### config.mk
export PLATFORM = sky130hd
export DESIGN_NAME = ram_master
export DESIGN_NICKNAME = d
export VERILOG_FILES = /design/src/rtl/ram_pkg.sv /design/src/rtl/ram_burst_cnt.sv /design/src/rtl/ram_master.sv
export SDC_FILE = /design/constraint.sdc
export NUM_CORES = 1
export LEC_CHECK = 0
export BUFFER_PORTS_ARGS = -buffer_cell sky130_fd_sc_hd__buf_4
export CAP_MARGIN = 20
export CORE_MARGIN = 10
export CORE_UTILIZATION = 50
export CTS_CLUSTER_SIZE = 20
export DETAILED_ROUTE_END_ITERATION = 10
export HOLD_SLACK_MARGIN = 0.03
export PLACE_DENSITY = 0.94
export SLEW_MARGIN = 20
export SYNTH_ARGS = -nofsm -noshare
export SYNTH_HDL_FRONTEND = slang
export SYNTH_HIERARCHICAL = 1
export SYNTH_SLANG_ARGS = --single-unit
### constraint.sdc
create_clock -name clk -period 3.87 [get_ports clk]
set_clock_uncertainty 0.05 [all_clocks]
set_input_delay 0.774 -clock clk [delete_from_list [all_inputs] [get_ports clk]]
set_output_delay 0.774 -clock clk [all_outputs]
set_load 0.02 [all_outputs]
### src/rtl/ram_pkg.sv
// Shared definitions for the RAM initiator: FSM state encoding and default
// widths that must agree with the RAM instance.
package ram_pkg;

    localparam int unsigned RAM_DATA_WIDTH = 8;
    localparam int unsigned RAM_ADDR_WIDTH = 16;
    localparam int unsigned RAM_LEN_WIDTH  = 4;

    typedef enum logic [1:0] {
        StIdle = 2'd0,
        StWr   = 2'd1,
        StRd   = 2'd2
    } state_e;

endpackage

### src/rtl/ram_burst_cnt.sv
// Burst address/beat counter: loads start address and beats-1, then steps the
// address (wrapping) and counts remaining beats down; last marks the final beat.
module ram_burst_cnt
    import ram_pkg::*;
#(
    parameter int unsigned ADDR_WIDTH = RAM_ADDR_WIDTH,
    parameter int unsigned LEN_WIDTH  = RAM_LEN_WIDTH
) (
    input  logic                  clk,
    input  logic                  rst_n,
    input  logic                  load,
    input  logic                  step,
    input  logic [ADDR_WIDTH-1:0] load_addr,
    input  logic [LEN_WIDTH-1:0]  load_len,
    output logic [ADDR_WIDTH-1:0] addr,
    output logic                  last
);

    logic [ADDR_WIDTH-1:0] addr_q, addr_d;
    logic [LEN_WIDTH-1:0]  rem_q, rem_d;

    always_comb begin
        addr_d = addr_q;
        rem_d  = rem_q;
        if (load) begin
            addr_d = load_addr;
            rem_d  = load_len;
        end else if (step) begin
            // Natural overflow gives the 2**ADDR_WIDTH-1 -> 0 wrap.
            addr_d = addr_q + ADDR_WIDTH'(1);
            rem_d  = rem_q - LEN_WIDTH'(1);
        end
    end

    always_ff @(posedge clk or negedge rst_n) begin
        if (!rst_n) begin
            addr_q <= '0;
            rem_q  <= '0;
        end else begin
            addr_q <= addr_d;
            rem_q  <= rem_d;
        end
    end

    assign addr = addr_q;
    assign last = (rem_q == '0);

endmodule

### src/rtl/ram_master.sv
// Burst initiator for the single-port synchronous RAM: converts valid/ready
// burst requests into RAM write/read cycles and a registered read-data stream.
module ram_master
    import ram_pkg::*;
#(
    parameter int unsigned DATA_WIDTH = RAM_DATA_WIDTH,
    parameter int unsigned ADDR_WIDTH = RAM_ADDR_WIDTH,
    parameter int unsigned LEN_WIDTH  = RAM_LEN_WIDTH
) (
    input  logic                  clk,
    input  logic                  rst_n,
    input  logic                  req_valid,
    output logic                  req_ready,
    input  logic                  req_write,
    input  logic [ADDR_WIDTH-1:0] req_addr,
    input  logic [LEN_WIDTH-1:0]  req_len,
    input  logic [DATA_WIDTH-1:0] wr_data,
    input  logic                  wr_valid,
    output logic                  wr_ready,
    output logic [DATA_WIDTH-1:0] rd_data,
    output logic                  rd_valid,
    input  logic                  rd_ready,
    output logic                  busy,
    output logic                  mem_we,
    output logic                  mem_re,
    output logic [ADDR_WIDTH-1:0] mem_a,
    output logic [DATA_WIDTH-1:0] mem_x,
    input  logic [DATA_WIDTH-1:0] mem_y
);

    state_e                state_q, state_d;
    logic [DATA_WIDTH-1:0] rd_data_q, rd_data_d;
    logic                  rd_valid_q, rd_valid_d;
    logic                  cnt_load, cnt_step, cnt_last;
    logic [ADDR_WIDTH-1:0] cnt_addr;

    ram_burst_cnt #(
        .ADDR_WIDTH (ADDR_WIDTH),
        .LEN_WIDTH  (LEN_WIDTH)
    ) u_cnt (
        .clk       (clk),
        .rst_n     (rst_n),
        .load      (cnt_load),
        .step      (cnt_step),
        .load_addr (req_addr),
        .load_len  (req_len),
        .addr      (cnt_addr),
        .last      (cnt_last)
    );

    always_comb begin
        state_d    = state_q;
        rd_data_d  = rd_data_q;
        rd_valid_d = rd_valid_q;
        cnt_load   = 1'b0;
        cnt_step   = 1'b0;
        req_ready  = 1'b0;
        wr_ready   = 1'b0;
        mem_we     = 1'b0;
        mem_re     = 1'b0;
        mem_x      = '0;

        // Consumed beat drops valid; a capture below overrides this.
        if (rd_valid_q && rd_ready) begin
            rd_valid_d = 1'b0;
        end

        unique case (state_q)
            StIdle: begin
                req_ready = !rd_valid_q;
                if (req_valid && !rd_valid_q) begin
                    cnt_load = 1'b1;
                    state_d  = req_write ? StWr : StRd;
                end
            end
            StWr: begin
                wr_ready = 1'b1;
                mem_x    = wr_data;
                mem_we   = wr_valid;
                if (wr_valid) begin
                    cnt_step = 1'b1;
                    if (cnt_last) begin
                        state_d = StIdle;
                    end
                end
            end
            StRd: begin
                mem_re = 1'b1;
                // mem_y is only looked at here, while the RAM is driving it.
                if (!rd_valid_q || rd_ready) begin
                    rd_data_d  = mem_y;
                    rd_valid_d = 1'b1;
                    cnt_step   = 1'b1;
                    if (cnt_last) begin
                        state_d = StIdle;
                    end
                end
            end
            default: state_d = StIdle;
        endcase
    end

    always_ff @(posedge clk or negedge rst_n) begin
        if (!rst_n) begin
            state_q    <= StIdle;
            rd_data_q  <= '0;
            rd_valid_q <= 1'b0;
        end else begin
            state_q    <= state_d;
            rd_data_q  <= rd_data_d;
            rd_valid_q <= rd_valid_d;
        end
    end

    assign mem_a    = cnt_addr;
    assign busy     = (state_q != StIdle);
    assign rd_data  = rd_data_q;
    assign rd_valid = rd_valid_q;

endmodule

==> impl_metrics.yaml <==
logic_synthesis:
  async_reset_ff_share_pct: 100
  ys_seq_elements: 31
  synth-seq-area-share_pct: 44.1
  synth_area_um2: 1760
  syn_avg_cell_area_um2: 10.1
  yosysTopAreaCellShare_pct: 44.1
  synthTopCellsByArea: "dfrtp_1 (44%), mux2_4 (6.8%), o21ai_0 (6.0%)"
  synth.distinct_cells: 37
  syn_nets: 223
  synth-edff-count: 0
  syn_inst: 174
  post-synth-top-count-cell: "dfrtp_1"
  synth_ff_type: "dfrtp_1"
  synth_common_cells: "dfrtp_1 (31), nand2_1 (22), o21ai_0 (21)"
  yosysTopAreaCell: "dfrtp_1"
  yosysWarnings: 6
sta:
  slew_violations: 0
  tns_ns: 0
  min_period_over_period_pct: 65.6
  period_needed_ns: 2.54
  max_freq_mhz: 394
  rsz0062_at_grt: "no"
  max-slew-margin-rel_pct: 73.2
  max_slew.worst_pin.slew_ns: 0.401
  finalHoldViolCount: 0
  finalSetupViolations: 0
final_layout:
  final_core_util_pct: 73.4
  drive_above_1_share_pct: 40.2
  syn_to_final_growth_pct: 40.4
  fin_nets: 304
  num_antenna_cells: 0
pwr:
  peakVddDrop_mv: 0.431
  power_density_nw_per_um2: 787
  p_leak_uw: 0.00120
clock_network:
  clockBufferDepth: 2
  clk_pin_slew_ns: 0.11
  h-tree-depth: 2
  clock_sinks: 31
  cts_tree: "built"
  cts_root_buf: "clkbuf_4"
  ctsResizeCount: 0
  insertion_delay_ns: 0.33
  hold_buffers: 0
  numCtsBuffers: 5
  post_cts_buffers: 0
grt:
  grt_pass1_wl_mm: 7.63
  grt_pass1_vias: 1614
  grt-ovfl-total: 0
  antenna_found_initial: 0
  grt_max_degree: 36
  grt_util_all_layers_pct: 14.9
setup_path:
  crit_type: "register to register"
  critPathMaxStageDelay_ns: 0.44
  endpoint_kind: "register"
  required_ns: 4.09
  path_cells: "inv_1, ha_1, and2_1, a21oi_1, nor2b_1, buf_4, and4_1, nand3_2, or3_1, a31oi_1"
  critPathArrivalTime_ns: 2.76
  cp_max_fo: 10
  r2r_cells: 10
  worst_path_max_delay_cell: "dfrtp_1"
  startpoint_type: "register"
detailed_routing:
  post_drt_via_cell_ratio: 5.11
  ant_nets: 0
  drc: 0
  drt-total-wl_mm: 4.71
  drt_first_pass_iters: 4
  drt_iter0_markers: 94
  vias: 1543
  wl_per_cell_um: 15.6
place:
  place.gp.congestion: 0.766
  place_hpwl_mm: 3.66
  portBuffers: 79
floorplan:
  core_um2: 3360
  die_w_um: 79.3
  initial_core_util_pct: 52.3
  die_area_um2: 6290
  pin_count: 80
  num_rows: 21
  fp.dieH_um: 79.3
outcome:
  status: "completed"
worst_hold_path:
  hold_class: "primary input to asynchronous set/reset pin"
job:
  max-cap-violations: 0
==> final timing paths <==
kind | from | endpoint | slack, ns
setup / recovery | state_q[1] | u_cnt/addr[15] | 1.33
hold / removal | rst_n | u_cnt/addr[12] | 0.30
setup reg to reg | state_q[1] | u_cnt/addr[15] | 1.33
hold reg to reg | rd_data[7] | rd_data[7] | 0.47
max in group asynchronous | rst_n | rd_data[5] | 3.17
min in group clk | rd_data[7] | rd_data[7] | 0.47
==> layout make-up <==
cell class,count,area [um^2]
tap,46,57.6
timing repair buffer,81,608
fill,267,895
inverter,6,22.5
clock inverter,2,35.0
clock buffer,6,51.3
multi-input combinational,130,918
sequential,31,776
==> sequential cells by signal, summed over array words and instances (netlist names) <==
register     cells
rd_data          8
rd_valid         1
state_q          2
u_cnt/rem_q      4
u_cnt/addr      16
==> power breakdown <==
group          switching (uW)  leakage (uW)  internal, uW  total [uW]
Sequential                162      0.000376           483         645
Clock                     116     0.0000482           153         268
Combinational             545      0.000776           483        1030
==> kinds of logic after synthesis <==
group           share of synthesized area [%]
fa+ha+maj                                4.98
buf+inv                                  3.63
compound gates                           9.25
xor+xnor                                 6.98
simple gates                             23.0
flops                                    44.1
mux                                      8.04
==> cell usage in the layout, fill, tap and decap left out, types with 2 or more instances in the layout <==
cell type,n
nand4_1,6
nand2_1,22
and4_1,3
or3_1,3
ha_1,7
dfrtp_1,31
o21ai_0,21
nand3_2,2
nand3_1,4
nand2b_1,3
nor2b_1,3
o211ai_1,2
nor2_1,4
and2_1,9
mux2_4,8
buf_4,81
xor2_1,11
clkbuf_4,5
xnor2_1,3
and3_1,2
a31oi_1,3
inv_1,6
==> per-layer routing <==
| metal | vias up | track usage, % | share of wire (%) |
|---|---|---|---|
| met5 | - | 0 | 0 |
| met4 | 0 | 4.30 | 1.5 |
| met3 | 6 | 5.18 | 5.8 |
| met2 | 45 | 27.4 | 54 |
| met1 | 727 | 15.7 | 39 |
| li1 | 765 | - | - |
==> worst max-delay path: cells and delay by family, from the launching register on <==
kind	cells	cell delay, ns
flops	1	0.44
fa+ha+maj	1	0.29
buf+inv	2	0.31
simple gates	5	1.16
compound gates	2	0.22
==> through the flow <==
stage | hold slack (ns) | cells | instance area (um^2) | power [uW] | setup slack [ns]
2_1_floorplan | 0.428 | 174 | 1760 | 1260 | 1.49
3_3_place_gp | 0.443 | 294 | 2380 | 1650 | 1.41
3_5_place_dp | 0.444 | 294 | 2380 | 1680 | 1.34
4_1_cts | 0.299 | 302 | 2470 | 1960 | 1.35
5_1_grt | 0.295 | 302 | 2470 | 2070 | 1.11
6_report | 0.295 | 302 | 2470 | 1940 | 1.33
(Power assumes the default switching activity.)
